===== config.mk =====
export PLATFORM = sky130hd
export DESIGN_NAME = non_restoring_division_controller
export DESIGN_NICKNAME = d
export VERILOG_FILES = /design/src/rtl/div_pkg.sv /design/src/rtl/div_iter_counter.sv /design/src/rtl/non_restoring_division_controller.sv
export SDC_FILE = /design/constraint.sdc
export NUM_CORES = 1
export LEC_CHECK = 0
export ABC_AREA = 1
export ABC_CLOCK_PERIOD_IN_PS = 1910
export CAP_MARGIN = 30
export CORE_MARGIN = 1
export CORE_UTILIZATION = 35
export DETAILED_ROUTE_END_ITERATION = 6
export GPL_ROUTABILITY_DRIVEN = 0
export PLACE_DENSITY = 0.69
export SYNTH_ARGS = -nofsm -noshare
export SYNTH_HDL_FRONTEND = slang
export SYNTH_SLANG_ARGS = --single-unit

===== constraint.sdc =====
create_clock -name clk -period 1.91 [get_ports clk]
set_input_delay 0.382 -clock clk [delete_from_list [all_inputs] [get_ports clk]]
set_output_delay 0.382 -clock clk [all_outputs]
set_load 0.005 [all_outputs]

===== src/rtl/div_pkg.sv =====
// Shared types and sizing for the 16-bit non-restoring divider controller.
// State encoding is fixed at 3 bits so the datapath side can decode it if needed.
package div_pkg;

  localparam int DIV_WIDTH = 16;
  localparam int DIV_CNT_W = 5;

  typedef enum logic [2:0] {
    DIV_STATE_IDLE    = 3'd0,
    DIV_STATE_LOAD    = 3'd1,
    DIV_STATE_ITER    = 3'd2,
    DIV_STATE_CHECK   = 3'd3,
    DIV_STATE_CORRECT = 3'd4,
    DIV_STATE_STORE   = 3'd5,
    DIV_STATE_DONE    = 3'd6
  } div_state_e;

endpackage


===== src/rtl/div_iter_counter.sv =====
// Iteration counter: synchronous clear, enable-gated increment that saturates at WIDTH.
// last is high while the count sits on the final iteration (WIDTH-1).
module div_iter_counter #(
  parameter int WIDTH = 16,
  parameter int CNT_W = 5
) (
  input  logic clk,
  input  logic rst,
  input  logic clr,
  input  logic en,
  output logic last
);

  localparam logic [CNT_W-1:0] CNT_LAST = CNT_W'(WIDTH - 1);
  localparam logic [CNT_W-1:0] CNT_SAT  = CNT_W'(WIDTH);

  logic [CNT_W-1:0] cnt_q, cnt_d;

  always_comb begin
    cnt_d = cnt_q;
    if (clr) begin
      cnt_d = '0;
    end else if (en && (cnt_q != CNT_SAT)) begin
      cnt_d = cnt_q + 1'b1;
    end
  end

  always_ff @(posedge clk or negedge rst) begin
    if (!rst) begin
      cnt_q <= '0;
    end else begin
      cnt_q <= cnt_d;
    end
  end

  assign last = (cnt_q == CNT_LAST);

endmodule


===== src/rtl/non_restoring_division_controller.sv =====
// Control FSM for the non-restoring divider: LOAD, WIDTH shift/add-sub steps, optional remainder fix, STORE, DONE.
// Outputs decode from state only. DIV_ZERO_CHECK_EN adds a divide-by-zero shortcut and error flag.
module non_restoring_division_controller
  import div_pkg::*;
#(
  parameter int WIDTH = DIV_WIDTH,
  parameter int CNT_W = DIV_CNT_W
) (
  input  logic clk,
  input  logic rst,
  input  logic start,
  input  logic a_negative,
  input  logic divisor_zero,
  output logic select_A,
  output logic select_Q,
  output logic ld_A,
  output logic ld_Q,
  output logic shift_left_enable_a,
  output logic shift_left_enable_q,
  output logic select_add,
  output logic count_enable,
  output logic ld_rem_quotient,
  output logic busy,
  output logic done,
  output logic error
);

  div_state_e state_q, state_d;
  logic       error_q, error_d;
  logic       cnt_last;
  logic       cnt_clr;

`ifndef DIV_ZERO_CHECK_EN
  logic       divisor_zero_unused;
  assign divisor_zero_unused = divisor_zero;
`endif

  assign cnt_clr = (state_q == DIV_STATE_LOAD);

  div_iter_counter #(
    .WIDTH (WIDTH),
    .CNT_W (CNT_W)
  ) u_iter_counter (
    .clk  (clk),
    .rst  (rst),
    .clr  (cnt_clr),
    .en   (count_enable),
    .last (cnt_last)
  );

  always_comb begin
    state_d             = state_q;
    error_d             = error_q;
    select_A            = 1'b0;
    select_Q            = 1'b0;
    ld_A                = 1'b0;
    ld_Q                = 1'b0;
    shift_left_enable_a = 1'b0;
    shift_left_enable_q = 1'b0;
    select_add          = 1'b0;
    count_enable        = 1'b0;
    ld_rem_quotient     = 1'b0;
    done                = 1'b0;
    busy                = (state_q != DIV_STATE_IDLE);

    case (state_q)
      DIV_STATE_IDLE: begin
        if (start) begin
          error_d = 1'b0;
          state_d = DIV_STATE_LOAD;
`ifdef DIV_ZERO_CHECK_EN
          // Skip the datapath entirely so A/Q/result keep their old contents.
          if (divisor_zero) begin
            error_d = 1'b1;
            state_d = DIV_STATE_DONE;
          end
`endif
        end
      end
      DIV_STATE_LOAD: begin
        ld_A    = 1'b1;
        ld_Q    = 1'b1;
        state_d = DIV_STATE_ITER;
      end
      DIV_STATE_ITER: begin
        ld_A                = 1'b1;
        ld_Q                = 1'b1;
        select_A            = 1'b1;
        select_Q            = 1'b1;
        shift_left_enable_a = 1'b1;
        shift_left_enable_q = 1'b1;
        select_add          = 1'b1;
        count_enable        = 1'b1;
        if (cnt_last) begin
          state_d = DIV_STATE_CHECK;
        end
      end
      DIV_STATE_CHECK: begin
        state_d = a_negative ? DIV_STATE_CORRECT : DIV_STATE_STORE;
      end
      DIV_STATE_CORRECT: begin
        // Add the divisor back onto the unshifted negative remainder.
        ld_A     = 1'b1;
        select_A = 1'b1;
        state_d  = DIV_STATE_STORE;
      end
      DIV_STATE_STORE: begin
        ld_rem_quotient = 1'b1;
        state_d         = DIV_STATE_DONE;
      end
      DIV_STATE_DONE: begin
        done    = 1'b1;
        state_d = DIV_STATE_IDLE;
      end
      default: begin
        state_d = DIV_STATE_IDLE;
      end
    endcase
  end

  always_ff @(posedge clk or negedge rst) begin
    if (!rst) begin
      state_q <= DIV_STATE_IDLE;
      error_q <= 1'b0;
    end else begin
      state_q <= state_d;
      error_q <= error_d;
    end
  end

  assign error = error_q;

endmodule


---- Word-level counts from Yosys, hierarchy flattened ----
Cells that the tools add are included.
storage, ports and cells
  register bits ........................... 8
  bits of input ports ..................... 5
  output and inout port bits .............. 12
  logic and storage cells ................. 33
cells by class
  add/subtract/negate cells ............... 1
  equal/unequal tests ..................... 10
  muxes and demuxes ....................... 12
  reduce and logical (&&, ||, !) cells .... 8
operators by type and width
  operator                                                         count
  3-bit one-hot mux with 6 select lines                            1
  5-bit two-way mux                                                2
  3-bit == test, second input constant                             3
  1-bit two-way mux                                                7
  3-bit by 2-bit == test with 1-bit output, second input constant  2
  3-bit two-way mux                                                2
  5-bit by 1-bit adder with 5-bit output, second input constant    1
  5-bit by 4-bit == test with 1-bit output, second input constant  1
  5-bit != test, second input constant                             1
  2-bit != test, second input constant                             2
  2-bit OR reduction                                               2
  3-bit by 1-bit == test with 1-bit output, second input constant  1
  3-bit zero test                                                  1
  3-bit nonzero test                                               1
  3-bit OR reduction                                               1
  2-bit AND reduction                                              1
  2-bit nonzero test                                               1
  1-bit logical AND                                                1

---- Logic depth before layout (Yosys ltp) ----
Gate-level depths: netlist of run 1.
  word-level depth ........................ 5
  mapped depth ............................ 7
  gate-level depth less buffers ........... 7

---- Cells and area by module ----
From an unflattened synthesis of run 1, not the netlist that was laid out.
unflattened totals
  cells, all modules ...................... 78
  area total of the unflattened synthesis .. 544.3 µm²
by module, submodules not included
  module                             instances  cells an instance  area each (µm²)
  div_iter_counter                   1          42                 307.8
  non_restoring_division_controller  1          36                 236.5

---- Worst setup path before layout of run 1 ----
OpenSTA, ideal clock, no wires.
  path type ............................... reg2out
  start point ............................. register state_q[0]
  end point ............................... output port select_Q
  arrival time ............................ 1019 ps
  required time ........................... 1528 ps
  path slack .............................. 509 ps
  cell stages (with the launch flop) ...... 4
  path buffers ............................ 2
  cells stage by stage .................... dfrtp_1 > buf_6 > nor3_4 > buf_4
between the ends
  cells in the longest elaborated chain, start to end .. 2
ends and longest elaborated chain
  what                                      line                                      RTL
  from (decl)                               non_restoring_division_controller.sv:28   div_state_e state_q, state_d;
  from (signal assigned)                    non_restoring_division_controller.sv:126  state_q <= state_d;
  3-bit by 2-bit == test with 1-bit output  --
  1-bit two-way mux                         --
  to (decl)                                 non_restoring_division_controller.sv:15   output logic select_Q,
No other way between the ends.

---- Worst setup path in the final report of run 1 ----
  start point ............................. register state_q[1]
  end point ............................... output port select_A
between the ends
  cells in the longest elaborated chain, start to end .. 3
  elaborated cells between the ends (all ways) .. 4
ends and longest elaborated chain
  what                                                                       line                                     RTL
  3-bit by 2-bit == test with 1-bit output or 3-bit == test (tied branches)  non_restoring_division_controller.sv:66  case (state_q)
  2-bit OR reduction (no line) (*)                                           --
  1-bit two-way mux (*)                                                      non_restoring_division_controller.sv:66
  to (decl)                                                                  non_restoring_division_controller.sv:14  output logic select_A,
Every way passes the cells marked *; elsewhere a longest branch is shown, timed or not.

==> results.sh, run 1 <==
export IMPL_status="finished, final reports clean"
export IMPL_seq_area_frac_synth=0.346
export IMPL_coreArea_um2=1520
export IMPL_synthMuxAreaShare=0
export IMPL_final_cell_mix="nand2_1 (21), nand3_1 (10), inv_1 (9), buf_4 (8)"
export IMPL_dp_cells=105
export IMPL_fillers=151
export IMPL_worst_ep_required_time_ns=1.53
export IMPL_maxClockFrequency_mhz=532
export IMPL_overflow=0
export IMPL_cts_sinks=8
export IMPL_synthAdderAreaFrac=0.0649
export IMPL_multi_input_area_um2=300
export IMPL_layout_commonest_cell="nand2_1"
export IMPL_diodes=0
export IMPL_die_h_um=42.6
export IMPL_die_width_um=42.6
export IMPL_finalSetupTns_ns=0
export IMPL_grt_pass1_wl_um=2000
export IMPL_placed_cell_area_um2=704
export IMPL_ctsLongestPathBuffers=2
export IMPL_wl_um=1200
export IMPL_peakVddDrop_mv=0.919
export IMPL_grt_max_degree=9
export IMPL_mappedNetlistArea_um2=578
export IMPL_dieArea_um2=1820
export IMPL_antenna_found_initial=0
export IMPL_timing_final_ws_setup_ns=0.0312
export IMPL_row_count=14
export IMPL_synth_top_family_by_area="simple AND/OR/NAND/NOR gates"
export IMPL_critPathLaunchType="flop"
export IMPL_worstPathCellList="inv_2 > nor2_4 > nand2_2 > nand2_1 > clkdlybuf4s50_1"
export IMPL_reg2reg_depth=7
export IMPL_critPathKind="flop to primary output"
export IMPL_clk_latency_ns=0.25
export IMPL_fin_cells=115
export IMPL_worst_path_max_fanout=4
export IMPL_cts_tree="done"
export IMPL_syn2layout_area_growth_pct=39.6
export IMPL_grt_pass1_vias=520
export IMPL_cts_max_level=1
export IMPL_p_per_area_nw_per_um2=1550
export IMPL_rsz0062_at_grt="yes"
export IMPL_seq_area_um2=203
export IMPL_cp_slowest_cell="clkdlybuf4s50_1"
export IMPL_synth_area_leaders="dfrtp_1 (35%), nand2_1 (14%), nand3_1 (8.7%), buf_4 (6.5%), ha_1 (6.5%)"
export IMPL_synthSimpleGateAreaFrac=0.407
export IMPL_wl_per_cell_um=10.5
export IMPL_slew_violations=0
export IMPL_yosysTopAreaCell="dfrtp_1"
export IMPL_antenna_left=0
export IMPL_dp_slack_ns=0.161
export IMPL_slowest_delay_ns=0.49
export IMPL_clk_pin_slew_ns=0.05
export IMPL_synth_compound_area_frac=0.0195
export IMPL_port_buffers=14
export IMPL_setup_viol=0
export IMPL_max_cap_violations=0
export IMPL_p_total_mw=1.25
export IMPL_drt_iter0_markers=13
export IMPL_synth_area_per_cell_um2=7.32
export IMPL_synth_xor_area_frac=0
export IMPL_fin_area_um2=807
export IMPL_drcViolationCount=0
export IMPL_p_leak_nw=0.502
export IMPL_arrival_ns=1.50
export IMPL_min_path_type="input pin to asynchronous set/reset pin"
export IMPL_start_util=0.379
export IMPL_cts_buffers=3
export IMPL_ioPinCount=17
export IMPL_grt_use_total=0.144
export IMPL_netlist_instances=79
export IMPL_synth_cell_types=19
export IMPL_hold_violations=0
export IMPL_period_needed_ns=1.88
export IMPL_drtPass1Iterations=4
export IMPL_ys_warnings_count=0
export IMPL_ys_ff_latch=8
export IMPL_cts_root_buf="clkbuf_4"
export IMPL_nNetsFinal=109
export IMPL_dpl_hpwl_um=851
export IMPL_vias_per_cell=4.76
export IMPL_timing_hold_ws_ns=0.408
export IMPL_final_period_utilization=0.984
export IMPL_syn_nets=87
export IMPL_layout_drive_gt1_share=0.242
export IMPL_end_kind="primary output"
export IMPL_utilization=0.530
export IMPL_dr_total_vias=547
export IMPL_synth_top_area_share=0.346
export IMPL_fin_skew_ns=0.000964
[cell families after synthesis]
group	Yosys count
adders and majority gates	3
buffers and inverters	17
DFF	8
other	1
AOI/OAI and AO/OA	2
and+or+nand+nor	48
[Yosys cell counts]
cell type,number
nand3_2,1
o21ai_0,1
conb_1,1
nand2_2,1
buf_4,5
nor2_1,8
nand3_1,10
nor3_1,1
o22ai_1,1
nand2_4,1
inv_1,9
buf_6,1
nand2_1,22
ha_1,3
dfrtp_1,8
nor2_4,1
nand4_1,2
nor3_4,1
inv_2,2
[layer usage]
metal / wire (um) / global-route usage
met4: 0 / 0.0375
met1: 511 / 0.163
met3: 68 / 0.0603
met5: 0 / 0
met2: 623 / 0.245
[cell type report]
type / instances / share of cell area
clock buffer: 3 / 0.0279
tap: 16 / 0.0248
sequential: 8 / 0.251
timing repair buffer: 23 / 0.273
inverter: 11 / 0.0512
multi-input combinational: 54 / 0.372
[report_power, final]
| part | internal (mW) | switching, mW | leakage (nW) | total (mW) |
|---|---|---|---|---|
| logic | 0.399 | 0.373 | 0.387 | 0.772 |
| clock network | 0.0717 | 0.0542 | 0.0138 | 0.126 |
| registers | 0.245 | 0.111 | 0.101 | 0.356 |
[worst max-delay path, delay by kind of cell, from the launching register on]
family	cells	cell delay [ns]
flops	1	0.42
buf+inv	2	0.60
simple gates	3	0.24
[registers in the layout, indices dropped and copies added (netlist names)]
signal	flops
state_q	3
u_iter_counter.cnt_q	5
[final timing paths]
path                                                     start                                  end  slack [ns]
max in group asynchronous                                  rst               state_q[0]$_DFFE_PN0P_        1.22
min                                                        rst  u_iter_counter.cnt_q[3]$_DFFE_PN0P_        0.41
max reg2reg                             state_q[0]$_DFFE_PN0P_  u_iter_counter.cnt_q[4]$_DFFE_PN0P_        0.48
max                                     state_q[1]$_DFFE_PN0P_                             select_A        0.03
min reg2reg                u_iter_counter.cnt_q[3]$_DFFE_PN0P_  u_iter_counter.cnt_q[3]$_DFFE_PN0P_        0.56
min in group clk           u_iter_counter.cnt_q[3]$_DFFE_PN0P_  u_iter_counter.cnt_q[3]$_DFFE_PN0P_        0.56
[what timing repair did]
action | 4_1_cts | 5_1_grt
setup buffers | 5 | 2
pin swaps | 2 | 1
hold buffers | 0 | 0
endpoints found under the setup margin | 8 | 6
gates resized for setup | 4 | 11
Power figures use the tool's default switching activity.
==> inputs of run 2 (changes only) <==
- REMOVE_ABC_BUFFERS: default -> 1
- SLEW_MARGIN: default -> 20
==> results.sh, run 2 (synthesis results as in run 1) <==
export IMPL_max_cap_violations=0
export IMPL_utilization=0.518
export IMPL_period_needed_ns=1.83
export IMPL_wl_um=1200
export IMPL_drtPass1Iterations=4
export IMPL_cts_max_level=1
export IMPL_start_util=0.379
export IMPL_cts_root_buf="clkbuf_4"
export IMPL_slowest_delay_ns=0.50
export IMPL_reg2reg_to="u_iter_counter.cnt_q[4]$_DFFE_PN0P_"
export IMPL_reg2reg_slack_ns=0.48
export IMPL_cp_slowest_cell="clkdlybuf4s50_1"
export IMPL_cts_buffers=3
export IMPL_reg2reg_depth=8
export IMPL_layout_drive_gt1_share=0.235
export IMPL_dr_total_vias=546
export IMPL_vias_per_cell=4.79
export IMPL_drt_iter0_markers=13
export IMPL_dieArea_um2=1820
export IMPL_arrival_ns=1.45
export IMPL_die_width_um=42.6
export IMPL_setup_viol=0
export IMPL_placed_cell_area_um2=704
export IMPL_maxClockFrequency_mhz=547
export IMPL_final_period_utilization=0.958
export IMPL_power_frac_clock=0.101
export IMPL_cts_sinks=8
export IMPL_cp_startpoint="state_q[1]$_DFFE_PN0P_"
export IMPL_r2r_start="state_q[1]$_DFFE_PN0P_"
export IMPL_row_count=14
export IMPL_final_cell_mix="nand2_1 (21), nand3_1 (10), inv_1 (9), buf_4 (8)"
export IMPL_power_frac_seq=0.284
export IMPL_worst_path_max_fanout=4
export IMPL_port_buffers=14
export IMPL_die_h_um=42.6
export IMPL_grt_pass1_vias=452
export IMPL_cts_tree="done"
export IMPL_timing_hold_ws_ns=0.408
export IMPL_use_met1=0.202
export IMPL_ctsLongestPathBuffers=2
export IMPL_grt_pass1_wl_um=1960
export IMPL_p_comb_frac=0.615
export IMPL_finalSetupTns_ns=0
export IMPL_drcViolationCount=0
export IMPL_coreArea_um2=1520
export IMPL_grt_use_total=0.143
export IMPL_power_net_switching_mw=0.519
export IMPL_layout_commonest_cell="nand2_1"
export IMPL_fin_area_um2=790
export IMPL_syn2layout_area_growth_pct=36.6
export IMPL_grtUsageMet2=0.215
export IMPL_sw_frac_of_total=0.427
export IMPL_ioPinCount=17
export IMPL_diodes=0
export IMPL_min_path_type="input pin to asynchronous set/reset pin"
export IMPL_hold_violations=0
export IMPL_wl_per_cell_um=10.5
export IMPL_end_kind="primary output"
export IMPL_internal_power_mw=0.698
export IMPL_cp_endpoint="ld_rem_quotient"
export IMPL_nNetsFinal=108
export IMPL_overflow=0
export IMPL_largest_register="u_iter_counter.cnt_q"
export IMPL_reg_largest_list="u_iter_counter.cnt_q: 5 flops, state_q: 3 flops"
export IMPL_dpl_hpwl_um=862
export IMPL_worst_ep_required_time_ns=1.53
export IMPL_status="finished, final reports clean"
export IMPL_antenna_found_initial=0
export IMPL_met3_usage=0.0259
export IMPL_fin_skew_ns=0.00630
export IMPL_slew_violations=0
export IMPL_busiest_layer="met2"
export IMPL_clk_latency_ns=0.25
export IMPL_critPathLaunchType="flop"
export IMPL_critPathKind="flop to primary output"
export IMPL_peakVddDrop_mv=0.843
export IMPL_grt_max_degree=9
export IMPL_clk_pin_slew_ns=0.05
export IMPL_largest_reg_flops=5
export IMPL_p_per_area_nw_per_um2=1540
export IMPL_p_leak_nw=0.496
export IMPL_antenna_left=0
export IMPL_worstPathCellList="inv_2 > nand2_1 > nor2_1 > clkdlybuf4s50_1"
[run 2: cell count changes in the layout (fill, tap and decap cells not counted)]
| cell | change |
|---|---|
| nor2_2 | +1 |
| buf_6 | -1 |
| clkdlybuf4s50_1 | -1 |
| nor2_4 | -1 |
| dlygate4sd2_1 | +1 |
[run 2: layer usage]
| metal | up-vias | share of wire |
|---|---|---|
| met5 | - | 0 |
| met4 | 0 | 0 |
| met3 | 0 | 0.054 |
| met2 | 17 | 0.48 |
| met1 | 249 | 0.46 |
| li1 | 280 | - |
[run 2: worst max-delay path: cells and delay by family (launching register included)]
kind	cells	cell delay, ns
and+or+nand+nor	2	0.18
DFF	1	0.42
buffers and inverters	2	0.61
[run 2: what timing repair did]
item,in CTS,in global routing
gates resized for setup,5,9
hold buffers,0,0
pin swaps,1,1
setup endpoints to repair,8,6
setup buffers,3,3
[run 2: how the worst min path moves through the flow]
stage	slack, ns	end	cells after the start	start
after floorplan	0.09	state_q[0]$_DFFE_PN0P_	0	rst
after global placement	0.55	u_iter_counter.cnt_q[3]$_DFFE_PN0P_	2	u_iter_counter.cnt_q[3]$_DFFE_PN0P_
after detailed placement	0.57	u_iter_counter.cnt_q[3]$_DFFE_PN0P_	2	u_iter_counter.cnt_q[3]$_DFFE_PN0P_
after CTS	0.41	u_iter_counter.cnt_q[1]$_DFFE_PN0P_	1	rst
after global routing	0.43	u_iter_counter.cnt_q[3]$_DFFE_PN0P_	1	rst
final	0.41	u_iter_counter.cnt_q[1]$_DFFE_PN0P_	1	rst
[run 2: power groups by stage]
stage | combinational, mW | clock (mW) | sequential, mW
after global routing | 0.836 | 0.149 | 0.357
after global placement | 0.673 | 0 | 0.340
after floorplan | 0.374 | 0 | 0.323
final | 0.748 | 0.123 | 0.346
after CTS | 0.718 | 0.130 | 0.334
after detailed placement | 0.682 | 0 | 0.345
[run 2: layout make-up]
| type | instances | area [um2] |
|---|---|---|
| Inverter | 11 | 41.3 |
| Sequential cell | 8 | 203 |
| Clock buffer | 3 | 22.5 |
| Tap cell | 16 | 20.0 |
| Timing Repair Buffer | 22 | 208 |
| Multi-Input combinational cell | 54 | 295 |
| Fill cell | 149 | 734 |
[run 2: metrics by stage]
step	std cells	total power, mW	worst slack [ns]
after global routing	114	1.34	-0.00431
after detailed placement	105	1.03	0.207
after global placement	105	1.01	0.208
after CTS	111	1.18	0.00107
after floorplan	73	0.697	0.626
final	114	1.22	0.0803
==> inputs of run 3 (changes only) <==
- CELL_PAD_IN_SITES_DETAIL_PLACEMENT: default -> 1
- CELL_PAD_IN_SITES_GLOBAL_PLACEMENT: default -> 1
- CORE_UTILIZATION: 35 -> 34
- HOLD_SLACK_MARGIN: default -> 0.1
- PLACE_DENSITY: 0.69 -> 0.88
==> results.sh, run 3 (synthesis results as in run 1) <==
export IMPL_antenna_found_initial=0
export IMPL_grt_use_total=0.186
export IMPL_port_buffers=14
export IMPL_reg2reg_depth=7
export IMPL_die_width_um=43.2
export IMPL_die_h_um=43.2
export IMPL_status="finished with violations"
export IMPL_cts_buffers=3
export IMPL_reg2reg_slack_ns=0.55
export IMPL_worst_path_max_fanout=7
export IMPL_worst_ep_required_time_ns=1.53
export IMPL_failed_checks="negative setup slack"
export IMPL_cp_endpoint="ld_A"
export IMPL_wl_per_cell_um=13.5
export IMPL_final_period_utilization=1.00
export IMPL_critPathKind="flop to primary output"
export IMPL_coreArea_um2=1540
export IMPL_drt_iter0_markers=7
export IMPL_diodes=0
export IMPL_grt_max_degree=9
export IMPL_utilization=0.505
export IMPL_largest_reg_flops=5
export IMPL_layout_drive_gt1_share=0.237
export IMPL_peakVddDrop_mv=1.03
export IMPL_slew_violations=0
export IMPL_cp_startpoint="state_q[0]$_DFFE_PN0P_"
export IMPL_clk_latency_ns=0.25
export IMPL_row_count=14
export IMPL_start_util=0.375
export IMPL_fillers=202
export IMPL_multi_input_area_um2=298
export IMPL_overflow=0
export IMPL_min_path_type="input pin to asynchronous set/reset pin"
export IMPL_ioPinCount=17
export IMPL_max_cap_violations=0
export IMPL_grt_pass1_vias=579
export IMPL_arrival_ns=1.53
export IMPL_seq_area_um2=203
export IMPL_dpl_hpwl_um=1110
export IMPL_final_cell_mix="nand2_1 (21), nand3_1 (10), inv_1 (9), clkdlybuf4s50_1 (9), buf_4 (7)"
export IMPL_timing_hold_ws_ns=0.416
export IMPL_maxClockFrequency_mhz=523
export IMPL_timing_final_ws_setup_ns=-0.000394
export IMPL_drcViolationCount=0
export IMPL_dr_total_vias=562
export IMPL_fin_skew_ns=0.00521
export IMPL_critPathLaunchType="flop"
export IMPL_ctsLongestPathBuffers=2
export IMPL_layout_commonest_cell="nand2_1"
export IMPL_setup_viol=1
export IMPL_end_kind="primary output"
export IMPL_postCtsHoldBufs=0
export IMPL_cts_tree="done"
export IMPL_p_per_area_nw_per_um2=1630
export IMPL_syn2layout_area_growth_pct=34.6
export IMPL_cts_sinks=8
export IMPL_clk_pin_slew_ns=0.06
export IMPL_p_leak_nw=0.447
export IMPL_hold_violations=0
export IMPL_period_needed_ns=1.91
export IMPL_nNetsFinal=107
export IMPL_wl_um=1520
export IMPL_dieArea_um2=1870
export IMPL_antenna_left=0
export IMPL_cts_max_level=1
export IMPL_r2r_start="u_iter_counter.cnt_q[1]$_DFFE_PN0P_"
export IMPL_dp_slack_ns=0.201
export IMPL_largest_register="u_iter_counter.cnt_q"
export IMPL_vias_per_cell=4.97
export IMPL_reg2reg_to="u_iter_counter.cnt_q[4]$_DFFE_PN0P_"
export IMPL_cts_root_buf="clkbuf_4"
export IMPL_grt_pass1_wl_um=2550
export IMPL_drtPass1Iterations=4
export IMPL_rsz0062_at_grt="yes"
export IMPL_reg_largest_list="u_iter_counter.cnt_q: 5 flops, state_q: 3 flops"
-- run 3: cell types whose count changed in the layout (fill, tap and decap cells not counted), sizes merged --
cell,before,now
buf,8,7
dlymetal6s2s,5,2
dlygate4sd2,4,3
clkdlybuf4s50,5,9
-- run 3: worst min path at each step --
stage | from | to | slack (ns) | cells after the start
detailed placement | u_iter_counter.cnt_q[3]$_DFFE_PN0P_ | u_iter_counter.cnt_q[3]$_DFFE_PN0P_ | 0.56 | 2
finish | rst | u_iter_counter.cnt_q[2]$_DFFE_PN0P_ | 0.42 | 1
floorplan | rst | state_q[0]$_DFFE_PN0P_ | 0.09 | 0
CTS | rst | u_iter_counter.cnt_q[2]$_DFFE_PN0P_ | 0.42 | 1
global route | rst | u_iter_counter.cnt_q[2]$_DFFE_PN0P_ | 0.45 | 1
global placement | u_iter_counter.cnt_q[3]$_DFFE_PN0P_ | u_iter_counter.cnt_q[3]$_DFFE_PN0P_ | 0.55 | 2
-- run 3: layout make-up --
cell class                      count  share of cell area
Tap cell                           16              0.0257
Sequential cell                     8               0.260
Clock buffer                        3              0.0289
Multi-Input combinational cell     54               0.383
Inverter                           11              0.0531
Timing Repair Buffer               21               0.249
-- run 3: critical path, cell delays in order (launching register included) --
cell             delay (ns)
dfrtp_2                0.46
buf_4                  0.14
nand3_2                0.09
nand3_1                0.09
clkdlybuf4s50_1        0.49
-- run 3: power breakdown --
| group | internal [mW] | leakage [nW] | switching [mW] |
|---|---|---|---|
| registers | 0.244 | 0.101 | 0.110 |
| logic | 0.389 | 0.332 | 0.395 |
| clock network | 0.0720 | 0.0138 | 0.0590 |
-- run 3: per-stage QoR --
step	cell area, um2	TNS (ns)	std cells	power (mW)
4_1_cts	761	0	112	1.25
3_3_place_gp	704	0	105	1.02
3_5_place_dp	704	0	105	1.06
5_1_grt	778	-0.241	113	1.37
2_1_floorplan	529	0	73	0.697
6_report	778	-0.000394	113	1.27
-- run 3: metal layers --
| metal | global-route usage | vias to the layer above | share of wire |
|---|---|---|---|
| li1 | - | 281 | - |
| met1 | 0.237 | 262 | 0.47 |
| met2 | 0.293 | 15 | 0.48 |
| met3 | 0.0170 | 4 | 0.032 |
| met4 | 0.127 | 0 | 0.015 |
| met5 | 0 | - | 0 |
-- run 3: repair_timing --
action | 4_1_cts | 5_1_grt
setup endpoints to repair | 9 | 7
gates resized for setup | 7 | 4
buffers inserted | 4 | 1
pin swaps | 1 | 1
==> RTL edit 1 (settings of run 2) <==
Add a define of `DIV_ZERO_CHECK_EN`.
--- a/src/rtl/non_restoring_division_controller.sv
+++ b/src/rtl/non_restoring_division_controller.sv
@@ -1,4 +1,6 @@
 // Control FSM for the non-restoring divider: LOAD, WIDTH shift/add-sub steps, optional remainder fix, STORE, DONE.
 // Outputs decode from state only. DIV_ZERO_CHECK_EN adds a divide-by-zero shortcut and error flag.
+`define DIV_ZERO_CHECK_EN
+
 module non_restoring_division_controller
   import div_pkg::*;
Behaviour: not the same (a bounded check fails within 4 cycles, from zero or initial values and one cycle with rst low).
==> RTL edit 1 against run 2 <==
Worst setup slack worse by 0.039 ns. Sequential cell count rose by 1. Hold slack improved by 0.0085 ns. Cell area is 16% higher. Routed wire length is 20% higher. Clock skew rose by 0.0043 ns. Synthesized area grew 12%. Sequential power rose by 11%. Total power up 23%. Critical path depth rose by 1.
==> RTL edit 1: results (changes against run 2) <==
The run finished with clean final reports. Top fanout value on the critical path: 6 (was 4). The logs give 142 µW (was 123 µW) for the reported clock group power and 34.9% (was 34.6%) for the sequential element share of the synthesized area.

The number of gates resized after CTS was 11 (was 5); the number of setup buffers added after CTS was 2 (was 3). The average size of a mapped cell is 7.02 µm² (was 7.32 µm²). The switching part of the total power works out to 43.3% (was 42.7%). Cell types with the highest counts after synthesis: sky130_fd_sc_hd__nand2_1, sky130_fd_sc_hd__nand3_1, sky130_fd_sc_hd__inv_1 (unchanged).

The worst setup skew after layout came out at 0.0106 ns (was 0.00630 ns). The highest-delay cell along the critical path is sky130_fd_sc_hd__clkdlybuf4s50_1 (unchanged). Biggest area contributors in the synthesized netlist: sky130_fd_sc_hd__dfrtp_1, sky130_fd_sc_hd__nand2_1, sky130_fd_sc_hd__nand3_1 (unchanged). The final wirelength is 1440 µm (was 1200 µm). The share of synthesized cell area in full adder, half adder and majority cells is 5.81% (was 6.49%), and the number of nets in the layout is 125 (was 108).

For the number of warning messages in the yosys log, the log shows 0 (unchanged). The area of placed instances is 818 µm² (was 704 µm²), and the minimum setup slack after placement is 0.144 ns (was 0.207 ns). The final standard cell count with taps included and fillers excluded was 141 (was 114).

The number of port buffers is 16 (was 14), and the number of vias in the routed layout is 665 (was 546). The tools report the static power due to leakage as 0.000505 µW (was 0.000496 µW). The number of DRC markers in iteration 0 is 14 (was 13), and the power in sequential cells is 383 µW (was 346 µW). The compound-cell area share of the yosys netlist works out to 2.33% (was 1.95%). Critical register-to-register path startpoint: u_iter_counter.cnt_q[0] (was state_q[1]). The sequential share of power is 25.6% (was 28.4%), and the number of global-route vias before repair is 530 (was 452).

The number of antenna violations at the first check in global routing was 0 (unchanged). The first-pass GRT wire length is 2290 µm (was 1960 µm). For the HPWL after detailed placement, the log shows 986 µm (was 862 µm).

The highest ir drop seen on vdd was 0.000839 V (was 0.000843 V). The worst-case clock buffer depth came out at 2 (unchanged). The logs give 15.6% (was 14.3%) for the global-route usage over all layers and 10 (was 9) for the maximum number of pins on one net before global-route repair. The fraction of final layout cells with drive strength greater than 1 was 19.8% (was 23.5%); the clock-pin slew on the worst setup and hold paths was 0.06 ns. The tools report the data arrival time at the worst-slack endpoint as 1.49 ns (was 1.45 ns).
## RTL edit 1: cell families after synthesis
family | count (synthesis)
adders and majority gates | 3
DFF | 9
buffers and inverters | 21
and+or+nand+nor | 56
AOI/OAI and AO/OA | 3
## RTL edit 1: worst paths after layout
path,to,depth (start not counted),slack [ns]
max in group asynchronous,state_q[0],1,1.18
setup reg to reg,state_q[1],10,0.45
hold reg to reg,error,2,0.50
min in group clk,error,2,0.50
hold / removal,u_iter_counter.cnt_q[1],1,0.42
setup / recovery,ld_Q,5,0.04
## RTL edit 1: area by class of cell
type	count	area (µm²)	share of cell area, %
multi-input cells	62	332	36.4
repair buffers	25	230	25.2
flip-flops and latches	9	228	25.0
inverters	16	65.1	7.13
well taps	25	31.3	3.43
clock buffers	4	26.3	2.88
## RTL edit 1: routing by layer
metal	part of all wire (%)	vias to the layer above	GRT usage, %	routed length (µm)
met5	0	-	0	0
met4	0.90	0	5.45	13
met3	6.1	2	4.40	88
met2	50	19	24.1	721
met1	43	310	20.9	617
li1	-	334	-	-
==> RTL edit 2 (flow settings as in run 2) <==
Made on the original files. Encoding of `div_state_e`: now one-hot (7 bits for 7 states).
--- a/src/rtl/div_pkg.sv
+++ b/src/rtl/div_pkg.sv
@@ -6,12 +6,12 @@
   localparam int DIV_CNT_W = 5;
 
-  typedef enum logic [2:0] {
-    DIV_STATE_IDLE    = 3'd0,
-    DIV_STATE_LOAD    = 3'd1,
-    DIV_STATE_ITER    = 3'd2,
-    DIV_STATE_CHECK   = 3'd3,
-    DIV_STATE_CORRECT = 3'd4,
-    DIV_STATE_STORE   = 3'd5,
-    DIV_STATE_DONE    = 3'd6
+  typedef enum logic [6:0] {
+    DIV_STATE_IDLE    = 7'b0000001,
+    DIV_STATE_LOAD    = 7'b0000010,
+    DIV_STATE_ITER    = 7'b0000100,
+    DIV_STATE_CHECK   = 7'b0001000,
+    DIV_STATE_CORRECT = 7'b0010000,
+    DIV_STATE_STORE   = 7'b0100000,
+    DIV_STATE_DONE    = 7'b1000000
   } div_state_e;
 
Check against the original RTL: no difference found for any inputs over 10 cycles, from zero or initial values and one cycle with rst low; not proved beyond that.
==> RTL edit 2 against run 2 <==
Worst setup slack worse by 0.012 ns. Total power up 1.7%. Combinational power down 12%. Critical path depth up 5. Die area up 39%. Sequential share of layout area up 2.1 points. Cell area up 38%. Routed wire length up 29%. Clock skew down 0.0045 ns. Non-clock buffer count up 4. Final cell count up 38%. Sequential cell count up 4. Synthesized area up 41%.
==> RTL edit 2: results (changes against run 2) <==
The number of H-tree levels was 1 (unchanged); the async set-or-reset flop fraction in the synthesized netlist was 100% (unchanged). The logs give 1.46 ns for the data arrival time at the worst-slack endpoint and 0.00181 ns (was 0.00630 ns) for the worst setup skew after layout. The run gives 1160 µm (was 862 µm) as the HPWL after detailed placement.

The number of cell instances on the worst register-to-register path was 10 (was 8); the number of antenna violations at the first check in global routing was 0 (unchanged). The maximum number of pins on one net before global-route repair was 13 (was 9). The number of buffers created by CTS is 3 (unchanged), and the number of nets in the layout is 138 (was 108). The total inserted antenna cells was 0 (unchanged); the highest ir drop seen on vdd was 0.000611 V (was 0.000843 V). First-pass iteration count of the detailed router: 4 (unchanged).

Clock-pin slew on the worst setup and hold paths: 0.07 ns (was 0.05 ns). The critical path's top delay family is buffers and inverters (unchanged). The number of vias in the routed layout was 704 (was 546); the switching part of the total power was 38.4% (was 42.7%). For the pin with the worst max-slew slack, the measured transition is 0.538 ns.

The run gives 0.000614 µW (was 0.000496 µW) as the static power due to leakage. The endpoint of the worst-slack reg-to-reg timing path was u_iter_counter.cnt_q[3] (was u_iter_counter.cnt_q[4]). Biggest area contributors in the synthesized netlist: sky130_fd_sc_hd__dfrtp_1, sky130_fd_sc_hd__nand3_1, sky130_fd_sc_hd__inv_1 (was sky130_fd_sc_hd__dfrtp_1, sky130_fd_sc_hd__nand2_1, sky130_fd_sc_hd__nand3_1).

The tools report the root cell of the clock tree as sky130_fd_sc_hd__clkbuf_4 (unchanged). The area of placed instances was 971 µm² (was 704 µm²). Cell types with the highest counts after synthesis: sky130_fd_sc_hd__inv_1, sky130_fd_sc_hd__nand2_1, sky130_fd_sc_hd__nor2_1 (was sky130_fd_sc_hd__nand2_1, sky130_fd_sc_hd__nand3_1, sky130_fd_sc_hd__inv_1). Number of distinct library cell variants in the gate-level netlist after synthesis: 22 (was 19).

Biggest regs: state_q (7), u_iter_counter.cnt_q (5) (was u_iter_counter.cnt_q (5), state_q (3)). The run finished with clean final reports. The number of warning messages in the yosys log is 0 (unchanged), and the largest incremental delay on the critical path is 0.40 ns (was 0.50 ns).

Critical register-to-register path startpoint: state_q[0] (was state_q[1]). The logs give 1550 µm (was 1200 µm) for the final wirelength and 0 (unchanged) for the final number of hold-violating endpoints. The fraction of final layout cells with drive strength greater than 1 is 34.1% (was 23.5%), and the worst hold slack across all endpoints is 0.466 ns (was 0.408 ns). For the first-pass GRT wire length, the log shows 2640 µm (was 1960 µm).

The path class of the lowest-slack min-delay path was input port to asynchronous set/reset pin (unchanged). At the later pin of the worst-skew pair, clock insertion delay measures 0.26 ns. The sequential element share of the synthesized area is 37.0% (was 34.6%), and the global-route usage over all layers is 13.6% (was 14.3%). The worst-case clock buffer depth was 2 (unchanged). The number of port buffers came out at 14 (unchanged). The highest-delay cell along the critical path is sky130_fd_sc_hd__dfrtp_1 (was sky130_fd_sc_hd__clkdlybuf4s50_1). Top fanout value on the critical path: 7 (was 4). The number of DRC markers in iteration 0 was 11 (was 13). Number of global-route vias before repair: 677 (was 452). The tools report the reg-to-reg setup timing slack as 0.36 ns (was 0.48 ns).
[RTL edit 2: cell types whose count changed after synthesis, sizes merged]
| cell | before | now |
|---|---|---|
| nor3 | 2 | 0 |
| o22ai | 1 | 0 |
| xor2 | 0 | 2 |
| nor2 | 9 | 23 |
| nor4 | 0 | 1 |
| nand2 | 24 | 19 |
| dfrtp | 8 | 11 |
| o21ai | 1 | 2 |
| inv | 11 | 21 |
| nand3 | 11 | 13 |
| dfstp | 0 | 1 |
[RTL edit 2: power groups by stage]
| stage | combinational (µW) | sequential [µW] | clock [µW] |
|---|---|---|---|
| 2_1_floorplan | 336 | 375 | 0 |
| 3_3_place_gp | 558 | 382 | 0 |
| 3_5_place_dp | 569 | 386 | 0 |
| 4_1_cts | 628 | 380 | 205 |
| 5_1_grt | 737 | 389 | 217 |
| 6_report | 660 | 381 | 197 |
[RTL edit 2: final cells by class]
class,count,area [µm²]
Inverter,21,81.3
Sequential cell,12,302
Clock buffer,4,36.3
Timing Repair Buffer,26,226
Fill cell,226,1130
Multi-Input combinational cell,66,405
Tap cell,28,35.0
[RTL edit 2: per-stage QoR]
stage	std cells	setup TNS (ns)	utilization, %	worst slack, ns
detailed placement	145	0	43.9	0.0413
CTS	154	-0.0491	48.0	-0.0315
global placement	145	0	43.9	0.0583
finish	157	0	49.1	0.0679
floorplan	99	0	-	0.523
global route	157	-0.00614	49.1	-0.00433
[RTL edit 2: what timing repair did]
item | 4_1_cts | 5_1_grt
resized for setup | 19 | 8
buffers inserted | 5 | 3
endpoints found under the hold margin | 0 | 0
pin swaps | 3 | 3
setup endpoints to repair | 11 | 3
[RTL edit 2: worst max path at each step]
| stage | startpoint | to | slack, ns | cells after the start |
|---|---|---|---|---|
| 2_1_floorplan | state_q[1] | ld_A | 0.52 | 5 |
| 3_3_place_gp | state_q[1] | ld_A | 0.06 | 6 |
| 3_5_place_dp | state_q[1] | ld_A | 0.04 | 6 |
| 4_1_cts | state_q[1] | ld_Q | -0.03 | 9 |
| 5_1_grt | state_q[1] | ld_A | -0.004 | 9 |
| 6_report | state_q[1] | ld_A | 0.07 | 9 |
[RTL edit 2: cells by family (layout without fill, tap and decap cells)]
kind of cell,count (synthesis),after routing,synth area share (%)
and+or+nand+nor,58,58,38.4
buffers and inverters,27,51,15.7
DFF,12,12,37.0
adders and majority gates,3,3,4.61
AOI/OAI and AO/OA,2,2,1.69
xor gates and xnor gates,2,2,2.15
other,1,1,0.460
[RTL edit 2: per-layer routing]
layer	vias up	global-route usage, %	wire (µm)	share of wire, %
met3	0	1.82	54	3.5
met2	14	26.4	848	55
met1	329	14.9	646	42
met5	-	0	0	0
li1	361	-	-	-
met4	0	4.29	0	0
